[config.mk]
export PLATFORM = sky130hd
export DESIGN_NAME = mem_access_unit
export DESIGN_NICKNAME = d
export VERILOG_FILES = /design/src/rtl/mem_access_unit.sv
export SDC_FILE = /design/constraint.sdc
export NUM_CORES = 1
export LEC_CHECK = 0
export CORE_MARGIN = 5
export CORE_UTILIZATION = 48
export DETAILED_ROUTE_END_ITERATION = 10
export PLACE_DENSITY = 0.81
export SYNTH_ARGS = -nofsm -noshare
export SYNTH_HDL_FRONTEND = slang
export SYNTH_SLANG_ARGS = --single-unit
[constraint.sdc]
create_clock -name clk -period 2.5 [get_ports clk]
set_input_delay 0.625 -clock clk [delete_from_list [all_inputs] [get_ports clk]]
set_output_delay 0.625 -clock clk [all_outputs]
set_load 0.05 [all_outputs]
[src/rtl/mem_access_unit.sv]
// MEM stage: variable-latency data bus, byte-lane alignment, load extension, MEM/WB register.
// Optional MEM_ACCESS_MISALIGN_EXC_EN flags misaligned half/word accesses instead of aligning down.
module mem_access_unit #(
    parameter int ADDR_W    = 32,
    parameter int PAYLOAD_W = 96
) (
    input  logic                 clk,
    input  logic                 rst,
    input  logic                 flush,
    input  logic                 stall,
    input  logic                 in_valid,
    input  logic [PAYLOAD_W-1:0] in_payload,
    input  logic                 in_mem_read,
    input  logic                 in_mem_write,
    input  logic [1:0]           in_width,
    input  logic                 in_unsigned,
    input  logic [ADDR_W-1:0]    in_addr,
    input  logic [31:0]          in_wdata,
    input  logic [31:0]          in_alu_data,
    output logic                 busy,
    output logic                 dm_req_valid,
    input  logic                 dm_req_ready,
    output logic [ADDR_W-1:0]    dm_req_addr,
    output logic                 dm_req_we,
    output logic [3:0]           dm_req_be,
    output logic [31:0]          dm_req_wdata,
    input  logic                 dm_resp_valid,
    input  logic [31:0]          dm_resp_rdata,
    output logic                 out_valid,
    output logic [PAYLOAD_W-1:0] out_payload,
    output logic [31:0]          out_wb_data
`ifdef MEM_ACCESS_MISALIGN_EXC_EN
    ,
    output logic                 out_misalign
`endif
);

    typedef enum logic [1:0] {IDLE, REQ, WAIT, HOLD} state_t;

    state_t state, nxt;

    logic [1:0]           r_width;
    logic                 r_uns;
    logic [1:0]           r_off;
    logic [PAYLOAD_W-1:0] r_payload;
    logic [31:0]          r_res;
    logic                 drop;

    logic [1:0]  off_eff;
    logic [3:0]  be_n;
    logic [31:0] wd_n;
    logic        misal;
    logic        is_mem;
    logic        misal_op;
    logic        accept;
    logic        keep;
    logic        done;
    logic [31:0] ld_sh;
    logic [31:0] ld_ext;
    logic [31:0] comp_data;

    assign is_mem   = in_valid & (in_mem_read | in_mem_write);
    assign misal_op = is_mem & misal;
    assign accept   = is_mem & ~flush & ~misal_op;
    // A completing result parks in HOLD only if it is still wanted.
    assign keep     = stall & ~drop & ~flush;
    assign done     = (state == REQ && dm_req_ready && dm_req_we)
                    | (state == WAIT && dm_resp_valid);
    assign comp_data = dm_req_we ? r_res : ld_ext;

    always_comb begin
        off_eff = in_addr[1:0];
        be_n    = 4'hF;
        wd_n    = in_wdata;
        misal   = 1'b0;
        case (in_width)
            2'd0: begin
                be_n = 4'b0001 << off_eff;
                wd_n = {4{in_wdata[7:0]}};
            end
            2'd1: begin
`ifdef MEM_ACCESS_MISALIGN_EXC_EN
                misal   = in_addr[0];
`else
                off_eff = {in_addr[1], 1'b0};
`endif
                be_n = 4'b0011 << off_eff;
                wd_n = {2{in_wdata[15:0]}};
            end
            default: begin
`ifdef MEM_ACCESS_MISALIGN_EXC_EN
                misal   = |in_addr[1:0];
`else
                off_eff = 2'b00;
`endif
            end
        endcase
    end

    always_comb begin
        ld_sh = dm_resp_rdata >> {r_off, 3'b000};
        case (r_width)
            2'd0:    ld_ext = {{24{~r_uns & ld_sh[7]}}, ld_sh[7:0]};
            2'd1:    ld_ext = {{16{~r_uns & ld_sh[15]}}, ld_sh[15:0]};
            default: ld_ext = ld_sh;
        endcase
    end

    always_ff @(posedge clk) begin
        if (rst) state <= IDLE;
        else     state <= nxt;
    end

    always_comb begin
        nxt = state;
        case (state)
            IDLE: if (accept) nxt = REQ;
            REQ: begin
                if (dm_req_ready)
                    nxt = dm_req_we ? (keep ? HOLD : IDLE) : WAIT;
            end
            WAIT: if (dm_resp_valid) nxt = keep ? HOLD : IDLE;
            default: if (!stall || flush) nxt = IDLE;
        endcase
    end

    always_comb begin
        dm_req_valid = (state == REQ);
        busy         = (state == IDLE) ? accept : (nxt != IDLE);
    end

    always_ff @(posedge clk) begin
        if (rst) begin
            dm_req_addr  <= '0;
            dm_req_we    <= 1'b0;
            dm_req_be    <= 4'h0;
            dm_req_wdata <= '0;
            r_width      <= 2'd0;
            r_uns        <= 1'b0;
            r_off        <= 2'd0;
            r_payload    <= '0;
            r_res        <= '0;
            drop         <= 1'b0;
            out_valid    <= 1'b0;
            out_payload  <= '0;
            out_wb_data  <= '0;
`ifdef MEM_ACCESS_MISALIGN_EXC_EN
            out_misalign <= 1'b0;
`endif
        end else begin
            if (state == IDLE && accept) begin
                dm_req_addr  <= {in_addr[ADDR_W-1:2], 2'b00};
                dm_req_we    <= in_mem_write;
                dm_req_be    <= be_n;
                dm_req_wdata <= wd_n;
                r_width      <= in_width;
                r_uns        <= in_unsigned;
                r_off        <= off_eff;
                r_payload    <= in_payload;
                r_res        <= in_alu_data;
            end else if (done && keep) begin
                r_res <= comp_data;
            end

            if (nxt == IDLE)
                drop <= 1'b0;
            else if (flush && state != IDLE)
                drop <= 1'b1;

            if (flush) begin
                out_valid   <= 1'b0;
                out_payload <= '0;
                out_wb_data <= '0;
`ifdef MEM_ACCESS_MISALIGN_EXC_EN
                out_misalign <= 1'b0;
`endif
            end else if (!stall) begin
                case (state)
                    IDLE: begin
                        out_valid   <= in_valid & ~accept;
                        out_payload <= in_payload;
                        out_wb_data <= misal_op ? 32'h0 : in_alu_data;
`ifdef MEM_ACCESS_MISALIGN_EXC_EN
                        out_misalign <= misal_op;
`endif
                    end
                    REQ, WAIT: begin
                        out_valid   <= done & ~drop;
                        out_payload <= r_payload;
                        out_wb_data <= comp_data;
`ifdef MEM_ACCESS_MISALIGN_EXC_EN
                        out_misalign <= 1'b0;
`endif
                    end
                    default: begin
                        out_valid   <= 1'b1;
                        out_payload <= r_payload;
                        out_wb_data <= r_res;
`ifdef MEM_ACCESS_MISALIGN_EXC_EN
                        out_misalign <= 1'b0;
`endif
                    end
                endcase
            end
        end
    end

endmodule

==> impl_metrics.toml <==
[status]
outcome = "finished with violations"
failed_checks = "negative setup slack"

[grt]
initial_antenna_violation_count = 4
gr-usage-all-layers = 0.281
grt_pass1_wl_mm = 78.4
grt_pass1_vias = 14500
grt_max_degree = 113
leftover_overflow_at_the_end_of_global_routing = 0

[power_and_ir_drop]
switching_share = 0.296
pwr-share-comb = 0.225
power-per-cell-area_nw_per_um2 = 695
net-switching-power_w = 0.00428
leakagePower_nw = 8.16
power.clock.fraction = 0.378
power_share_of_the_sequential_group = 0.397
p_int_w = 0.0102
vdd_ir_drop_max_v = 0.000643

[floorplanning]
die_area_um2 = 34000
core.rowCount = 63
boundaryPins = 436
die_x_um = 184
die_y_um = 184
coreArea_um2 = 29900
start_util = 0.489

[drt]
wl_met3_mm = 4.98
drtPass1Iterations = 6
detailed_route_wire_length_per_cell_um = 19.1
final_antenna_net_count = 0
route.detailed.vias_per_inst = 5.60
postRouteWirelength_mm = 50.4
maxUsedRoutingLayer = "met5"
detailed_route_iter0_violations = 1262
route.met2.wl_mm = 24.3
routed-via-count = 14800
drc = 0
met1_length_mm = 19.5

[yosys]
synth_area_um2 = 14600
synthesis.yosys.warnings = 0
synth.top_cells.by_area = "sky130_fd_sc_hd__dfxtp_1 (45%), sky130_fd_sc_hd__a21oi_1 (10%), sky130_fd_sc_hd__mux2i_1 (8.8%)"
yosysMostFrequentCell = "sky130_fd_sc_hd__nand2_1"
synth_commonest_cells = "sky130_fd_sc_hd__nand2_1 (344), sky130_fd_sc_hd__dfxtp_1 (332), sky130_fd_sc_hd__a21oi_1 (296)"
synth_cell_types = 53
part_of_the_yosys_area_used_for_sequential_elements = 0.455
syn_avg_cell_area_um2 = 8.01
synth-async-reset-ratio = 0
number_of_flops_mapped_to_enable_cells_by_yosys = 0
yosys_register_bits = 332
netlist_instances = 1824
synth_ff_type = "sky130_fd_sc_hd__dfxtp_1"
synth_top_area_frac = 0.455
synth_area_leader = "sky130_fd_sc_hd__dfxtp_1"

[timing]
worst_slew_pin_slew_ns = 1.09
post_layout_minimum_cycle_time_ns = 2.66
post-route-period-util = 1.06
fin_ws_ns = -0.162
finalHoldViolCount = 0
rsz0062_at_grt = "true"
report.final.setup_viol = 1
fin_setup_tns_ns = -0.162
highest_attainable_clock_frequency_mhz = 376
timing.final.max_slew_violations = 0
fin_skew_ns = 0.0146
timing.slew.headroom = 0.271

[clock_tree]
tritoncts_sinks = 332
max-clock-path-buffers = 3
clk_transition_reported_paths_ns = 0.06
tritoncts = "done"
worst_skew_pair.late_latency_ns = 0.52
root_buffer = "sky130_fd_sc_hd__clkbuf_16"
numCtsBuffers = 37
ctsHtreeMaxLevel = 2

[layout]
multi_input_area_um2 = 7270
fraction_of_layout_instances_using_a_drive_strength_above_1 = 0.0889
filler_cell_count = 2296
areaGrowthSynthToFinish_pct = 42.3
fin_nets = 2452
seq_area_um2 = 6650
post-route-cell-area_um2 = 20800

[worst_setup_path]
crit_cells = 7
reg2reg_setup_slack_ns = 0.26
critical_path_arrival_ns = 2.04
r2r_cells = 8
timing.critical_path.cells = "clkdlybuf4s15_1, o21ba_4, a211o_1, a41oi_2, a21oi_2, o21ai_4, buf_12"
crit_slowest_cell = "sky130_fd_sc_hd__a211o_1"
critical_path.reg2reg.startpoint = "state[0]$_SDFF_PP0_"
crit_buf_inv = 2
critical-path-max-stage-delay_ns = 0.27
crit_end = "busy"
end_kind = "primary output"
critical_path.startpoint_type = "input port"
cp_max_fo = 2
critPathRequiredTime_ns = 1.88
critPathTopFamily = "compound AO/OA/AOI/OAI gates"
critPathLaunch = "in_mem_write"
reg2reg_to = "r_res[25]$_SDFFE_PP0P_"
critical_path_class = "input port to primary output"

[placement]
io_buffers = 433
dp.final_hpwl_mm = 35.0
dpl-instance-area_um2 = 19500
gp_routability_congestion = 0.881

[hold_path]
hold_path_class = "flop to flop"

[job]
number_of_maximum_capacitance_violations = 0
power by group through the flow:
stage                     registers (W)  logic, W  clock network (W)
final                           0.00574   0.00326            0.00546
after global routing            0.00576   0.00347            0.00576
after CTS                       0.00573   0.00324            0.00554
after detailed placement        0.00584   0.00320                  0
after global placement          0.00583   0.00316                  0
after floorplan                 0.00636   0.00143                  0
area by class of cell:
type,count,area share
antenna,5,0.000602
clock inverter,13,0.00728
timing repair buffer,505,0.241
inverter,40,0.00734
tap,390,0.0235
multi-input combinational,1296,0.350
clock buffer,53,0.0508
sequential,332,0.320
registers in the layout, indices dropped and copies added (netlist names):
signal,cells
drop,1
r_payload,96
r_res,32
dm_req_we,1
state,2
r_width,2
dm_req_be,4
r_uns,1
dm_req_addr,30
r_off,2
dm_req_wdata,32
out_wb_data,32
out_payload,96
out_valid,1
worst register-to-register path, stage by stage (launching register included):
cell and delay, ns:
sky130_fd_sc_hd__dfxtp_2 0.33, sky130_fd_sc_hd__inv_2 0.05, sky130_fd_sc_hd__buf_4 0.14, sky130_fd_sc_hd__ha_2 0.19, sky130_fd_sc_hd__a32oi_1 0.30, sky130_fd_sc_hd__nor3_2 0.09
sky130_fd_sc_hd__nor3_1 0.78, sky130_fd_sc_hd__a22oi_1 0.16, sky130_fd_sc_hd__o221ai_1 0.13
cells in the final DEF (no fill, tap or decap), types with 9 or more instances in the layout:
master,netlist,final
sky130_fd_sc_hd__nand2_1,344,344
sky130_fd_sc_hd__buf_12,0,11
sky130_fd_sc_hd__nor2_1,239,239
sky130_fd_sc_hd__a211oi_1,11,11
sky130_fd_sc_hd__mux2_2,15,15
sky130_fd_sc_hd__clkdlybuf4s50_1,0,419
sky130_fd_sc_hd__nand3_2,11,11
sky130_fd_sc_hd__dfxtp_1,332,328
sky130_fd_sc_hd__a222oi_1,17,17
sky130_fd_sc_hd__buf_4,2,65
sky130_fd_sc_hd__mux2i_1,129,129
sky130_fd_sc_hd__a22oi_1,16,16
sky130_fd_sc_hd__a22o_1,16,16
sky130_fd_sc_hd__o21ai_0,35,31
sky130_fd_sc_hd__clkbuf_16,0,37
sky130_fd_sc_hd__nor3_1,31,30
sky130_fd_sc_hd__inv_1,38,35
sky130_fd_sc_hd__o221ai_1,23,23
sky130_fd_sc_hd__nand3_1,22,21
sky130_fd_sc_hd__a21oi_1,296,294
sky130_fd_sc_hd__clkbuf_1,97,9
worst min-delay path by stage:
stage                                         to  slack [ns]  cells after the start                    startpoint
detailed placement   dm_req_addr[7]$_SDFFE_PP0P_        0.45                      2   dm_req_addr[7]$_SDFFE_PP0P_
finish              dm_req_addr[29]$_SDFFE_PP0P_        0.45                      2  dm_req_addr[29]$_SDFFE_PP0P_
floorplan              r_payload[0]$_SDFFE_PP0P_        0.44                      2     r_payload[0]$_SDFFE_PP0P_
CTS                    dm_req_be[0]$_SDFFE_PP0P_        0.44                      2                           rst
global placement    dm_req_addr[31]$_SDFFE_PP0P_        0.44                      2  dm_req_addr[31]$_SDFFE_PP0P_
global route          r_payload[30]$_SDFFE_PP0P_        0.47                      2    r_payload[30]$_SDFFE_PP0P_
layer usage:
metal,GRT usage,vias to the layer above
met4,0.0952,4
met5,0,-
met1,0.349,6931
li1,-,7070
met3,0.0799,121
met2,0.469,626
stage by stage:
step	worst slack [ns]	cells	power, W	hold WS (ns)	utilization
after floorplan	0.0177	1825	0.00779	0.436	-
after global placement	-0.599	2562	0.00899	0.440	0.652
after detailed placement	-0.567	2562	0.00905	0.446	0.652
after CTS	-0.118	2629	0.0145	0.440	0.695
after global routing	-0.199	2631	0.0150	0.468	0.696
final	-0.162	2634	0.0145	0.451	0.696
repair_timing:
item	in CTS	in global routing
gates resized for setup	30	5
hold buffers	0	0
setup buffers	1	0
pin swaps	11	8
setup endpoints to repair	1	1
cells by family after synthesis:
family          count (synthesis)  share of synthesized area
flops                         332                      0.455
buf+inv                       197                     0.0560
fa+ha+maj                       4                    0.00343
compound gates                470                      0.196
simple gates                  675                      0.188
other cells                     1                   0.000257
mux                           145                      0.101
(Power assumes the default switching activity.)
